--- config.mk ---
export PLATFORM = sky130hd
export DESIGN_NAME = mc_ctrl
export DESIGN_NICKNAME = d
export VERILOG_FILES = /design/src/rtl/mc_ctrl_pkg.sv /design/src/rtl/mc_decode.sv /design/src/rtl/mc_ctrl.sv
export SDC_FILE = /design/constraint.sdc
export NUM_CORES = 1
export LEC_CHECK = 0
export ABC_CLOCK_PERIOD_IN_PS = 7300
export CORE_AREA = 2 2 58 60
export DETAILED_ROUTE_END_ITERATION = 10
export DIE_AREA = 0 0 60 62
export PLACE_DENSITY = 0.73
export SYNTH_ARGS = -nofsm -noshare
export SYNTH_HDL_FRONTEND = slang
export SYNTH_SLANG_ARGS = --single-unit
--- constraint.sdc ---
create_clock -name clk -period 7.3 [get_ports clk]
set_input_delay 1.46 -clock clk [delete_from_list [all_inputs] [get_ports clk]]
set_output_delay 1.46 -clock clk [all_outputs]
set_load 0.01 [all_outputs]
--- src/rtl/mc_ctrl_pkg.sv ---
// Shared encodings for the multicycle main-control FSM: next-PC selects,
// ALU operations, opcodes/functs, FSM state codes and the decoded
// instruction class handed from mc_decode to mc_ctrl.
package mc_ctrl_pkg;

  // Next-PC branch select
  localparam logic [1:0] BR_NONE = 2'b00;
  localparam logic [1:0] BR_BEQ  = 2'b01;
  localparam logic [1:0] BR_BNE  = 2'b10;
  localparam logic [1:0] BR_BGTZ = 2'b11;

  // Next-PC jump select
  localparam logic [1:0] JP_NONE = 2'b00;
  localparam logic [1:0] JP_J    = 2'b01;
  localparam logic [1:0] JP_JAL  = 2'b10;
  localparam logic [1:0] JP_JR   = 2'b11;

  // ALU operations
  localparam logic [2:0] ALU_ADD = 3'b000;
  localparam logic [2:0] ALU_SUB = 3'b001;
  localparam logic [2:0] ALU_OR  = 3'b010;
  localparam logic [2:0] ALU_SLT = 3'b011;
  localparam logic [2:0] ALU_LUI = 3'b100;

  // Opcodes
  localparam logic [5:0] OP_R     = 6'b000000;
  localparam logic [5:0] OP_ADDIU = 6'b001001;
  localparam logic [5:0] OP_ORI   = 6'b001101;
  localparam logic [5:0] OP_LUI   = 6'b001111;
  localparam logic [5:0] OP_LW    = 6'b100011;
  localparam logic [5:0] OP_SW    = 6'b101011;
  localparam logic [5:0] OP_BEQ   = 6'b000100;
  localparam logic [5:0] OP_BNE   = 6'b000101;
  localparam logic [5:0] OP_BGTZ  = 6'b000111;
  localparam logic [5:0] OP_J     = 6'b000010;
  localparam logic [5:0] OP_JAL   = 6'b000011;

  // R-type functs
  localparam logic [5:0] FN_ADDU = 6'b100001;
  localparam logic [5:0] FN_SUBU = 6'b100011;
  localparam logic [5:0] FN_SLT  = 6'b101010;
  localparam logic [5:0] FN_JR   = 6'b001000;

  // FSM state encodings
  localparam logic [3:0] ST_FETCH  = 4'd0;
  localparam logic [3:0] ST_DECODE = 4'd1;
  localparam logic [3:0] ST_EXE_R  = 4'd2;
  localparam logic [3:0] ST_EXE_I  = 4'd3;
  localparam logic [3:0] ST_MADDR  = 4'd4;
  localparam logic [3:0] ST_MRD    = 4'd5;
  localparam logic [3:0] ST_MWR    = 4'd6;
  localparam logic [3:0] ST_WB_MEM = 4'd7;
  localparam logic [3:0] ST_BR     = 4'd8;
  localparam logic [3:0] ST_JR     = 4'd9;
  localparam logic [3:0] ST_WB_R   = 4'd10;
  localparam logic [3:0] ST_WB_I   = 4'd11;
  localparam logic [3:0] ST_ILL    = 4'd12;

  typedef enum logic [3:0] {
    CL_R, CL_JR, CL_ALUI, CL_LW, CL_SW, CL_BR, CL_J, CL_JAL, CL_ILL
  } instr_class_e;

  // R-type ALU op; unknown functs fall back to ADD
  function automatic logic [2:0] alu_rtype(input logic [5:0] fn);
    case (fn)
      FN_SUBU: return ALU_SUB;
      FN_SLT:  return ALU_SLT;
      default: return ALU_ADD;
    endcase
  endfunction

  // Immediate-form ALU op (addiu/ori/lui)
  function automatic logic [2:0] alu_itype(input logic [5:0] op);
    case (op)
      OP_ORI:  return ALU_OR;
      OP_LUI:  return ALU_LUI;
      default: return ALU_ADD;
    endcase
  endfunction

  // Branch condition handed to the next-PC unit
  function automatic logic [1:0] branch_sel(input logic [5:0] op);
    case (op)
      OP_BEQ:  return BR_BEQ;
      OP_BNE:  return BR_BNE;
      OP_BGTZ: return BR_BGTZ;
      default: return BR_NONE;
    endcase
  endfunction

endpackage

--- src/rtl/mc_decode.sv ---
// Combinational opcode/funct classifier feeding the control FSM.
module mc_decode
  import mc_ctrl_pkg::*;
(
  input  logic [5:0]   i_opcode,
  input  logic [5:0]   i_funct,
  output instr_class_e o_class
);

  // Map the IR fields to one of the instruction classes the FSM sequences
  always_comb begin
    o_class = CL_ILL;
    case (i_opcode)
      OP_R:                     o_class = (i_funct == FN_JR) ? CL_JR : CL_R;
      OP_ADDIU, OP_ORI, OP_LUI: o_class = CL_ALUI;
      OP_LW:                    o_class = CL_LW;
      OP_SW:                    o_class = CL_SW;
      OP_BEQ, OP_BNE, OP_BGTZ:  o_class = CL_BR;
      OP_J:                     o_class = CL_J;
      OP_JAL:                   o_class = CL_JAL;
      default:                  o_class = CL_ILL;
    endcase
  end

endmodule

--- src/rtl/mc_ctrl.sv ---
// Multicycle main-control FSM: sequences fetch/decode/execute/memory/
// writeback for one instruction at a time, issuing exactly one PC write in
// each instruction's final state. Outputs are forced to 0 during reset.
module mc_ctrl
  import mc_ctrl_pkg::*;
#(
  parameter int MEM_WAIT_MAX = 15
) (
  input  logic       clk,
  input  logic       rst,
  input  logic [5:0] opcode,
  input  logic [5:0] funct,
  input  logic       mem_ready,
  output logic       pcwr,
  output logic       irwr,
  output logic       turn,
  output logic [1:0] branch,
  output logic [1:0] jump,
  output logic       regwr,
  output logic [1:0] regdst,
  output logic [1:0] memtoreg,
  output logic       alusrc,
  output logic       extop,
  output logic [2:0] aluop,
  output logic       memrd,
  output logic       memwr,
  output logic       retire,
  output logic       illegal,
  output logic       timeout,
  output logic [3:0] state_o
);

  // Wait threshold clipped to what the 4-bit saturating counter can reach
  localparam logic [3:0] WAIT_MAX = (MEM_WAIT_MAX > 15) ? 4'hF : 4'(MEM_WAIT_MAX);

  logic [3:0]   r_state;
  logic [3:0]   r_wait_cnt;
  logic         r_timeout;
  logic [3:0]   w_next;
  logic [3:0]   w_cnt_inc;
  logic         w_waiting;
  instr_class_e w_class;

  logic       w_pcwr, w_irwr, w_turn, w_regwr, w_alusrc, w_extop;
  logic       w_memrd, w_memwr, w_illegal;
  logic [1:0] w_branch, w_jump, w_regdst, w_memtoreg;
  logic [2:0] w_aluop;

  mc_decode u_decode (
    .i_opcode (opcode),
    .i_funct  (funct),
    .o_class  (w_class)
  );

  assign w_waiting = ((r_state == ST_MRD) || (r_state == ST_MWR)) && !mem_ready;
  assign w_cnt_inc = (r_wait_cnt == 4'hF) ? 4'hF : r_wait_cnt + 4'd1;

  // Next-state selection; unused encodings fall back to FETCH
  always_comb begin
    w_next = ST_FETCH;
    case (r_state)
      ST_FETCH:  w_next = ST_DECODE;
      ST_DECODE: begin
        case (w_class)
          CL_R:         w_next = ST_EXE_R;
          CL_JR:        w_next = ST_JR;
          CL_ALUI:      w_next = ST_EXE_I;
          CL_LW, CL_SW: w_next = ST_MADDR;
          CL_BR:        w_next = ST_BR;
          CL_J, CL_JAL: w_next = ST_FETCH;
          default:      w_next = ST_ILL;
        endcase
      end
      ST_EXE_R:  w_next = ST_WB_R;
      ST_EXE_I:  w_next = ST_WB_I;
      ST_MADDR:  w_next = (w_class == CL_SW) ? ST_MWR : ST_MRD;
      ST_MRD:    w_next = mem_ready ? ST_WB_MEM : ST_MRD;
      ST_MWR:    w_next = mem_ready ? ST_FETCH : ST_MWR;
      default:   w_next = ST_FETCH;
    endcase
  end

  // Per-state datapath controls; a store retires in the cycle memory accepts it
  always_comb begin
    w_pcwr     = 1'b0;
    w_irwr     = 1'b0;
    w_turn     = 1'b0;
    w_branch   = BR_NONE;
    w_jump     = JP_NONE;
    w_regwr    = 1'b0;
    w_regdst   = 2'b00;
    w_memtoreg = 2'b00;
    w_alusrc   = 1'b0;
    w_extop    = 1'b0;
    w_aluop    = ALU_ADD;
    w_memrd    = 1'b0;
    w_memwr    = 1'b0;
    w_illegal  = 1'b0;
    case (r_state)
      ST_FETCH: begin
        w_irwr = 1'b1;
        w_turn = 1'b1;
      end
      ST_DECODE: begin
        if (w_class == CL_J) begin
          w_pcwr = 1'b1;
          w_jump = JP_J;
        end else if (w_class == CL_JAL) begin
          w_pcwr     = 1'b1;
          w_jump     = JP_JAL;
          w_regwr    = 1'b1;
          w_regdst   = 2'b10;
          w_memtoreg = 2'b10;
        end
      end
      ST_EXE_R: w_aluop = alu_rtype(funct);
      ST_WB_R: begin
        w_regwr  = 1'b1;
        w_regdst = 2'b01;
        w_pcwr   = 1'b1;
      end
      ST_EXE_I, ST_WB_I: begin
        w_alusrc = 1'b1;
        w_extop  = (opcode == OP_ADDIU);
        w_aluop  = alu_itype(opcode);
        if (r_state == ST_WB_I) begin
          w_regwr = 1'b1;
          w_pcwr  = 1'b1;
        end
      end
      ST_MADDR, ST_MRD, ST_MWR: begin
        w_alusrc = 1'b1;
        w_extop  = 1'b1;
        w_memrd  = (r_state == ST_MRD);
        w_memwr  = (r_state == ST_MWR);
        w_pcwr   = (r_state == ST_MWR) && mem_ready;
      end
      ST_WB_MEM: begin
        w_regwr    = 1'b1;
        w_memtoreg = 2'b01;
        w_pcwr     = 1'b1;
      end
      ST_BR: begin
        w_aluop  = ALU_SUB;
        w_branch = branch_sel(opcode);
        w_pcwr   = 1'b1;
      end
      ST_JR: begin
        w_jump = JP_JR;
        w_pcwr = 1'b1;
      end
      ST_ILL: begin
        w_illegal = 1'b1;
        w_pcwr    = 1'b1;
      end
      default: ;
    endcase
  end

  // State register
  always_ff @(posedge clk or posedge rst) begin
    if (rst) r_state <= ST_FETCH;
    else     r_state <= w_next;
  end

  // Memory-wait counter (restarted from MADDR) and sticky timeout flag
  always_ff @(posedge clk or posedge rst) begin
    if (rst) begin
      r_wait_cnt <= 4'd0;
      r_timeout  <= 1'b0;
    end else if (r_state == ST_MADDR) begin
      r_wait_cnt <= 4'd0;
    end else if (w_waiting) begin
      r_wait_cnt <= w_cnt_inc;
      if (w_cnt_inc >= WAIT_MAX) r_timeout <= 1'b1;
    end
  end

  assign pcwr     = !rst && w_pcwr;
  assign retire   = !rst && w_pcwr;
  assign irwr     = !rst && w_irwr;
  assign turn     = !rst && w_turn;
  assign branch   = rst ? BR_NONE : w_branch;
  assign jump     = rst ? JP_NONE : w_jump;
  assign regwr    = !rst && w_regwr;
  assign regdst   = rst ? 2'b00 : w_regdst;
  assign memtoreg = rst ? 2'b00 : w_memtoreg;
  assign alusrc   = !rst && w_alusrc;
  assign extop    = !rst && w_extop;
  assign aluop    = rst ? ALU_ADD : w_aluop;
  assign memrd    = !rst && w_memrd;
  assign memwr    = !rst && w_memwr;
  assign illegal  = !rst && w_illegal;
  assign timeout  = !rst && r_timeout;
  assign state_o  = rst ? ST_FETCH : r_state;

endmodule

# [Word-level counts from Yosys, hierarchy flattened]
# Memories as Yosys holds them, arrays and structs flattened.
# Index checks and enable logic that the tools add are counted.
[classes] n_lt_le_gt_ge=1 mux=39 eq_ne=29 bitwise_logic=1 n_reduce_logical=25 n_addsub=1
[op_table] cell="$pmux 4 s7" n=2
[op_table] cell="$eq 4x3->1 const B" n=7
[op_table] cell="$eq 4x4->1 const B" n=6
[op_table] cell="$eq 6x4->1 const B" n=4
[op_table] cell="$eq 6x6->1 const B" n=4
[op_table] cell="$mux 2" n=10
[op_table] cell="$mux 4" n=5
[op_table] cell="$eq 6x3->1 const B" n=3
[op_table] cell="$pmux 2 s2" n=4
[op_table] cell="$eq 6x2->1 const B" n=2
[op_table] cell="$logic_and 1x1->1" n=11
[op_table] cell="$mux 1" n=10
[op_table] cell="$reduce_or 5->1" n=2
[op_table] cell="$pmux 3 s3" n=1
[op_table] cell="$reduce_or 3->1" n=3
[op_table] cell="$eq 4x2->1 const B" n=2
[op_table] cell="$logic_not 6->1" n=1
[op_table] cell="$mux 3" n=2
[op_table] cell="$pmux 2 s3" n=1
[op_table] cell="$pmux 3 s2" n=1
[op_table] cell="$add 4x1->4 const B" n=1
[op_table] cell="$eq 4x1->1 const B" n=1
[op_table] cell="$ge 4x4->1 const B" n=1
[op_table] cell="$logic_not 4->1" n=1
[op_table] cell="other kinds (9)" n=11
[totals] wordCells=100 input_bits=15 output_inout_bits=26 mem_count=1 ff_bits=9 romBits=32
[memory_table] memory="(no name shown)" depth=8 width=4 rd=1 rd_clocked_by_memory_dff=0 wr=0 line_no="mc_ctrl.sv:64" source="case (w_class)"

# [Longest topological paths before layout]
# Gate-level depths: netlist of the first run.
[depth] depth_word=8 ltp_mapped=11

# [By module]
# A second synthesis of the first run with hierarchy kept.
[hier_totals] cells_unflattened=163 area_unflattened_um2=1211.2
[by_module_without_submodules] module="mc_ctrl" cells_per_inst=136 area_each_um2=1009.7 instances=1
[by_module_without_submodules] module="mc_decode" cells_per_inst=27 area_each_um2=201.4 instances=1

# [Least setup slack after synthesis of the first run]
# Ideal clock, no wire load.
[synth_timing] path_type="input to output" startpoint="in opcode[2]" endpoint="out retire" arrival_ns=3.412 path_slack_ns=2.428 stages=10 n_path_buf=2 cell_sequence="buf_4 -> nand2b_1 -> o32a_1 -> or2_2 -> inv_1 -> ha_1 -> nor2_1 -> or3_1 -> a21oi_1 -> buf_4"
[synth_between] elab_chain_len=8
[synth_rtl] item="start, declared" line_no="mc_ctrl.sv:11" source="input logic [5:0] opcode,"
[synth_rtl] item="$eq 6x3->1 / $eq 6x4->1 (equally long branches)" line_no="mc_decode.sv:13" source="case (i_opcode)"
[synth_rtl] item="$reduce_or 3->1" line_no="mc_decode.sv:13"
[synth_rtl] item="$pmux 4 s7 *" line_no="mc_decode.sv:13"
[synth_rtl] item="$eq 4x3->1" line_no="mc_ctrl.sv:108" source="end else if (w_class == CL_JAL) begin"
[synth_rtl] item="$mux 1" line_no="mc_ctrl.sv:108"
[synth_rtl] item="$mux 1 *" line_no="mc_ctrl.sv:105" source="if (w_class == CL_J) begin"
[synth_rtl] item="$pmux 1 s4 *" line_no="mc_ctrl.sv:99" source="case (r_state)"
[synth_rtl] item="$logic_and 1x1->1 *"
[synth_rtl] item="end, declared" line_no="mc_ctrl.sv:27" source="output logic retire,"
# Every way passes the cells marked *; elsewhere a longest branch is shown, timed or not.

# [Final worst setup path of the first run]
[layout_timing] startpoint="in opcode[1]" endpoint="out pcwr"
[layout_between] elab_chain_len=8
[layout_rtl] item="$eq 6x3->1 / $eq 6x4->1 (equally long branches)" line_no="mc_decode.sv:13"
[layout_rtl] item="$reduce_or 3->1" line_no="mc_decode.sv:13"
[layout_rtl] item="$pmux 4 s7 *" line_no="mc_decode.sv:13"
[layout_rtl] item="$eq 4x3->1" line_no="mc_ctrl.sv:108"
[layout_rtl] item="$mux 1" line_no="mc_ctrl.sv:108"
[layout_rtl] item="$mux 1 *" line_no="mc_ctrl.sv:105"
[layout_rtl] item="$pmux 1 s4 *" line_no="mc_ctrl.sv:99"
[layout_rtl] item="$logic_and 1x1->1 *" line_no="mc_ctrl.sv:179" source="assign pcwr = !rst && w_pcwr;"
[layout_rtl] item="end, declared" line_no="mc_ctrl.sv:14" source="output logic pcwr,"
# Marks and branches as above.

==> impl_metrics.json, run 1 <==
{
  "cts_buffers": 3,
  "numPortBuffers": 40,
  "gp_congestion": 0.797,
  "pre_cts_slack_ns": 1.48,
  "drt-vias-per-instance": 5.23,
  "num_rows": 21,
  "initial_core_util_pct": 36.3,
  "seqPwrFrac_pct": 31.1,
  "clockPowerShare_pct": 10.5,
  "min_period_ns": 5.81,
  "cts.sinks": 9,
  "timing.fmax_mhz": 172,
  "ant_nets": 0,
  "cts_tree": "done",
  "route.detailed.drc": 0,
  "syn_area_mm2": 0.00115,
  "pwr-share-comb_pct": 58.4,
  "status": "completed",
  "final_nets": 213,
  "power_w": 0.000386,
  "timing.critical_path.mode_cell": "clkdlybuf4s50_1",
  "grt_setup_unrepaired": "no",
  "die_x_um": 60,
  "slowest_delay_ns": 0.70,
  "cts_buffer_depth": 2,
  "critPathLaunchType": "primary input",
  "fin_hold_ws_ns": 0.459,
  "finalSetupViolCount": 0,
  "critPathCaptureType": "output pin",
  "drt-wirelength-per-cell_um": 12.2,
  "syn_inst": 161,
  "hp-class": "flop to flop",
  "grt_usage_pct": 15.9,
  "max-vdd-ir-drop_v": 0.000116,
  "initialDrtViolationCount": 87,
  "dp_hpwl_um": 2290,
  "p_int_w": 0.000199,
  "cts-root-buf": "clkbuf_4",
  "final_cell_mix": "clkdlybuf4s50_1, nand2_1, nor2_1",
  "slew_headroom_pct": 63.6,
  "finalWirelength_um": 2910,
  "synthesis.nets": 181,
  "htreeDepth": 1,
  "dr_total_vias": 1244,
  "layout_commonest_cell": "clkdlybuf4s50_1",
  "synth_flop_cell": "dfrtp_1",
  "grt_max_degree": 20,
  "p_leak_nw": 0.619,
  "insertion_delay_ns": 0.27,
  "num-fill-cells": 321,
  "cap_violations": 0,
  "drive_above_1_share_pct": 7.29,
  "sw_frac_of_total_pct": 48.4,
  "crit_fanout": 11,
  "criticalPathCategory": "primary input to output pin",
  "cp.depth": 10,
  "cp.buffers_inverters": 3,
  "post_cts_buffers": 0,
  "yosysWarnings": 0,
  "die-area_mm2": 0.00372,
  "power_switching_w": 0.000187,
  "synth_edf_count": 0,
  "die_h_um": 62,
  "ios": 41,
  "first_pass_iters": 4,
  "ys_ff_latch": 9,
  "fin_crit_sh_pct": 79.6,
  "grt_pass1_wl_um": 4650,
  "synth-async-reset-ratio_pct": 100,
  "synth-seq-area-share_pct": 19.5,
  "core_area_mm2": 0.00318,
  "critPathSlowestCell": "clkdlybuf4s50_1",
  "antenna_found_initial": 0,
  "worst_path_dominant_cell_family": "buffers and inverters",
  "synthToLayoutAreaGrowth_pct": 36.0,
  "netlist-cell-type-count": 45,
  "syn_avg_cell_area_um2": 7.17,
  "required_ns": 5.84,
  "clk_pin_slew_ns": 0.06,
  "rr_worst_depth": 5,
  "ctsResizeCount": 0,
  "cp.arrival_ns": 4.35,
  "cts_hold_buf": 0,
  "worst_slack_ns": 1.49,
  "place_inst": 234,
  "whs_path_depth": 1,
  "skew_ns": 0.00729,
  "antennaDiodeCount": 0,
  "gr-total-overflow": 0,
  "report.final.slew_viol_count": 0,
  "final-instance-count-excl-fill": 238,
  "finalHoldViolCount": 0,
  "tightestPinTransition_ns": 0.544,
  "setup_total_negative_slack_ns": 0,
  "grt_pass1_vias": 1057,
  "powerDensity_mw_per_mm2": 246,
  "worstPathCellList": "clkdlybuf4s50_1, nand2b_1, o32a_1, or2_2, inv_1, ha_1, nor2_1, or3_1, a21oi_1, clkdlybuf4s50_1"
}
## area by class of cell
cell class                      count  area (um2)  area share (%)
Timing Repair Buffer               40         400            25.5
Clock inverter                      1        5.00           0.319
Clock buffer                        3        22.5            1.44
Sequential cell                     9         225            14.4
Multi-Input combinational cell    131         828            52.8
Inverter                            8        30.0            1.91
Tap cell                           46        57.6            3.67
## sequential cells by signal (all words and copies together) (netlist names)
name and cells:
r_timeout 1, r_wait_cnt 4, r_state 4
## cells by family (layout without fill, tap and decap cells)
| family | count (synthesis) | after routing | share of synthesized area [%] |
|---|---|---|---|
| xor gates and xnor gates | 1 | 1 | 0.759 |
| and+or+nand+nor | 83 | 83 | 39.6 |
| DFF | 9 | 9 | 19.5 |
| adders and majority gates | 5 | 5 | 5.42 |
| AOI/OAI and AO/OA | 40 | 40 | 23.9 |
| muxes | 2 | 2 | 2.17 |
| buffers and inverters | 21 | 52 | 8.68 |
## through the flow
step / area, um2 / utilization, %
floorplan: 1150 / -
finish: 1570 / 49.4
CTS: 1570 / 49.4
detailed placement: 1540 / 48.5
global placement: 1540 / 48.5
global route: 1570 / 49.4
## synth_stat cells, types with 2 or more instances
| library cell | n | area, um2 |
|---|---|---|
| a21o_1 | 2 | 15.0 |
| nand2b_1 | 5 | 31.3 |
| nor2b_1 | 7 | 43.8 |
| nand2_1 | 15 | 56.3 |
| dfrtp_1 | 9 | 225 |
| and2_1 | 2 | 12.5 |
| and3_1 | 3 | 18.8 |
| buf_2 | 5 | 25.0 |
| nor2_1 | 15 | 56.3 |
| nand3_1 | 5 | 25.0 |
| buf_4 | 4 | 30.0 |
| ha_1 | 5 | 62.6 |
| a21oi_1 | 13 | 65.1 |
| or2_2 | 2 | 12.5 |
| nor3_1 | 10 | 50.1 |
| nor4_1 | 5 | 31.3 |
| clkbuf_1 | 4 | 15.0 |
| o21ai_1 | 2 | 10.0 |
| inv_1 | 8 | 30.0 |
| o211ai_1 | 2 | 15.0 |
| nand4_1 | 3 | 18.8 |
| o21ai_0 | 6 | 30.0 |
| a211oi_1 | 3 | 22.5 |
| or3_1 | 2 | 12.5 |
| a31oi_1 | 3 | 18.8 |
| nor4b_1 | 2 | 17.5 |
## layer usage
layer,wire length [um],global-route usage [%],vias to the layer above
met5,0,0,-
met4,0,3.81,0
met3,131,0.828,0
met2,1380,26.7,37
met1,1400,22.4,567
li1,-,-,640
## final timing paths
path                                  to       start  slack (ns)
hold reg to reg                r_timeout   r_timeout        0.46
setup reg to reg           r_wait_cnt[2]  r_state[2]        5.42
min in group asynchronous     r_state[1]         rst        1.90
setup / recovery                    pcwr   opcode[1]        1.49
max in group asynchronous  r_wait_cnt[3]         rst        5.12
hold / removal                 r_timeout   r_timeout        0.46
## power groups by stage
stage	Clock [W]	Combinational, W	Sequential (W)
after CTS	0.0000409	0.000226	0.000119
after detailed placement	0	0.000225	0.000120
final	0.0000404	0.000225	0.000120
after floorplan	0	0.000180	0.0000879
after global placement	0	0.000224	0.000120
after global routing	0.0000450	0.000256	0.000128
(Power assumes the default switching activity.)
==> run 2: changes to the inputs <==
--- a/config.mk
+++ b/config.mk
@@ -5,11 +5,11 @@
 export SDC_FILE = /design/constraint.sdc
 export NUM_CORES = 1
 export LEC_CHECK = 0
-export ABC_CLOCK_PERIOD_IN_PS = 7300
+export ABC_CLOCK_PERIOD_IN_PS = 4750
 export CORE_AREA = 2 2 58 60
 export DETAILED_ROUTE_END_ITERATION = 10
 export DIE_AREA = 0 0 60 62
-export PLACE_DENSITY = 0.73
+export PLACE_DENSITY = 0.75
 export SYNTH_ARGS = -nofsm -noshare
 export SYNTH_HDL_FRONTEND = slang
 export SYNTH_SLANG_ARGS = --single-unit
==> constraint.sdc (replaced) <==
create_clock -name clk -period 4.75 [get_ports clk]
set_input_delay 0.95 -clock clk [delete_from_list [all_inputs] [get_ports clk]]
set_output_delay 0.95 -clock clk [all_outputs]
set_load 0.01 [all_outputs]
==> impl_metrics.json, run 2 (same netlist as run 1, synthesis figures left out) <==
{
  "status": "completed",
  "htreeDepth": 1,
  "synthToLayoutAreaGrowth_pct": 42.6,
  "cts-root-buf": "clkbuf_4",
  "core_area_mm2": 0.00318,
  "hold_start": "r_timeout",
  "drt-wirelength-per-cell_um": 12.7,
  "grt_max_degree": 20,
  "critPathCaptureType": "output pin",
  "p_leak_nw": 0.674,
  "gp_congestion": 0.869,
  "numPortBuffers": 40,
  "final_nets": 223,
  "hold_end": "r_timeout",
  "die_h_um": 62,
  "r2r_end": "r_wait_cnt[2]",
  "report.final.slew_viol_count": 0,
  "finalHoldViolCount": 0,
  "grt_pass1_wl_um": 4850,
  "drive_above_1_share_pct": 11.4,
  "num_rows": 21,
  "r2r_slack_ns": 2.85,
  "ctsResizeCount": 0,
  "crit_fanout": 3,
  "route.detailed.drc": 0,
  "max-vdd-ir-drop_v": 0.000241,
  "finalWirelength_um": 3150,
  "dp_hpwl_um": 2480,
  "powerDensity_mw_per_mm2": 368,
  "skew_ns": 0.00554,
  "power_w": 0.000606,
  "final_cell_mix": "clkdlybuf4s50_1, nand2_1, nor2_1",
  "antennaDiodeCount": 0,
  "fin_crit_sh_pct": 97.4,
  "initial_core_util_pct": 36.3,
  "ios": 41,
  "tightestPinTransition_ns": 0.504,
  "grt_setup_unrepaired": "yes",
  "initialDrtViolationCount": 73,
  "cts_tree": "done",
  "finalSetupViolCount": 0,
  "layout_commonest_cell": "clkdlybuf4s50_1",
  "grt_pass1_vias": 1113,
  "critPathLaunchType": "primary input",
  "min_period_ns": 4.62,
  "antenna_found_initial": 0,
  "hp-class": "flop to flop",
  "slew_headroom_pct": 66.4,
  "cts_buffers": 3,
  "clk_pin_slew_ns": 0.06,
  "post_cts_buffers": 0,
  "grt_usage_pct": 16.8,
  "cts_buffer_depth": 2,
  "required_ns": 3.80,
  "cts_hold_buf": 0,
  "cap_violations": 0,
  "criticalPathCategory": "primary input to output pin",
  "timing.rr.start": "r_state[2]",
  "rr_worst_depth": 5,
  "cp.arrival_ns": 3.67,
  "die_x_um": 60,
  "whs_path_depth": 1,
  "ant_nets": 0,
  "final-instance-count-excl-fill": 248,
  "cts.sinks": 9,
  "post-route-util_pct": 51.8,
  "die-area_mm2": 0.00372,
  "gr-total-overflow": 0,
  "insertion_delay_ns": 0.26,
  "largestRegisters": "r_state (4), r_wait_cnt (4), r_timeout (1)",
  "drt-vias-per-instance": 5.33,
  "first_pass_iters": 4,
  "place_inst": 244,
  "dr_total_vias": 1322,
  "timing.fmax_mhz": 216
}
==> run 2: cell types whose count changed in the layout (fill, tap and decap cells not counted), sizes merged <==
cell / previous run / this run
buf: 0 / 10
clkbuf: 3 / 4
clkdlybuf4s50: 40 / 39
clkinv: 1 / 0
dlymetal6s2s: 0 / 1
==> run 2: worst max path at each step <==
stage	startpoint	endpoint	slack (ns)
finish	opcode[2]	retire	0.13
global route	opcode[5]	jump[1]	-0.01
CTS	opcode[0]	retire	0.09
detailed placement	opcode[0]	retire	0.09
global placement	opcode[0]	pcwr	0.12
floorplan	opcode[2]	retire	0.90
==> run 2: per-layer routing <==
layer | GRT usage, % | vias up | share of wire (%)
li1 | - | 664 | -
met4 | 1.90 | 0 | 0
met5 | 0 | - | 0
met3 | 2.90 | 0 | 4.1
met2 | 28.9 | 41 | 49
met1 | 22.8 | 617 | 47
==> run 2: power breakdown <==
part | internal, W | leakage, nW | switching [W]
Clock | 0.0000324 | 0.0150 | 0.0000274
Sequential | 0.000110 | 0.115 | 0.0000791
Combinational | 0.000170 | 0.544 | 0.000187
==> run 2: final cells by class <==
| class | count | area, um2 |
|---|---|---|
| timing repair buffer | 50 | 478 |
| tap | 46 | 57.6 |
| fill | 323 | 1530 |
| clock buffer | 4 | 26.3 |
| sequential | 9 | 225 |
| multi-input combinational | 131 | 828 |
| inverter | 8 | 30.0 |
==> run 2: through the flow <==
stage | hold slack [ns] | area (um2) | setup slack, ns | setup TNS [ns]
5_1_grt | 0.496 | 1650 | -0.0148 | -0.0152
3_5_place_dp | 0.464 | 1620 | 0.0901 | 0
4_1_cts | 0.478 | 1640 | 0.0889 | 0
2_1_floorplan | 0.433 | 1150 | 0.898 | 0
6_report | 0.473 | 1650 | 0.126 | 0
3_3_place_gp | 0.460 | 1620 | 0.122 | 0
==> run 2: worst max-delay path, cell delays in order <==
cell and delay, ns:
clkdlybuf4s50_1 0.43, nand2b_1 0.18, o32a_1 0.32, or2_2 0.31
inv_1 0.09, ha_1 0.19, nor2_1 0.06, or3_1 0.31
a21oi_1 0.25, clkdlybuf4s50_1 0.59
==> run 3: changes to the inputs <==
--- a/config.mk
+++ b/config.mk
@@ -10,6 +10,7 @@
 export DETAILED_ROUTE_END_ITERATION = 10
 export DIE_AREA = 0 0 60 62
 export PLACE_DENSITY = 0.75
+export SLEW_MARGIN = 5
 export SYNTH_ARGS = -nofsm -noshare
 export SYNTH_HDL_FRONTEND = slang
 export SYNTH_SLANG_ARGS = --single-unit
==> results of run 3 <==
Final layout, timing and power as in run 2 (identical DEF).
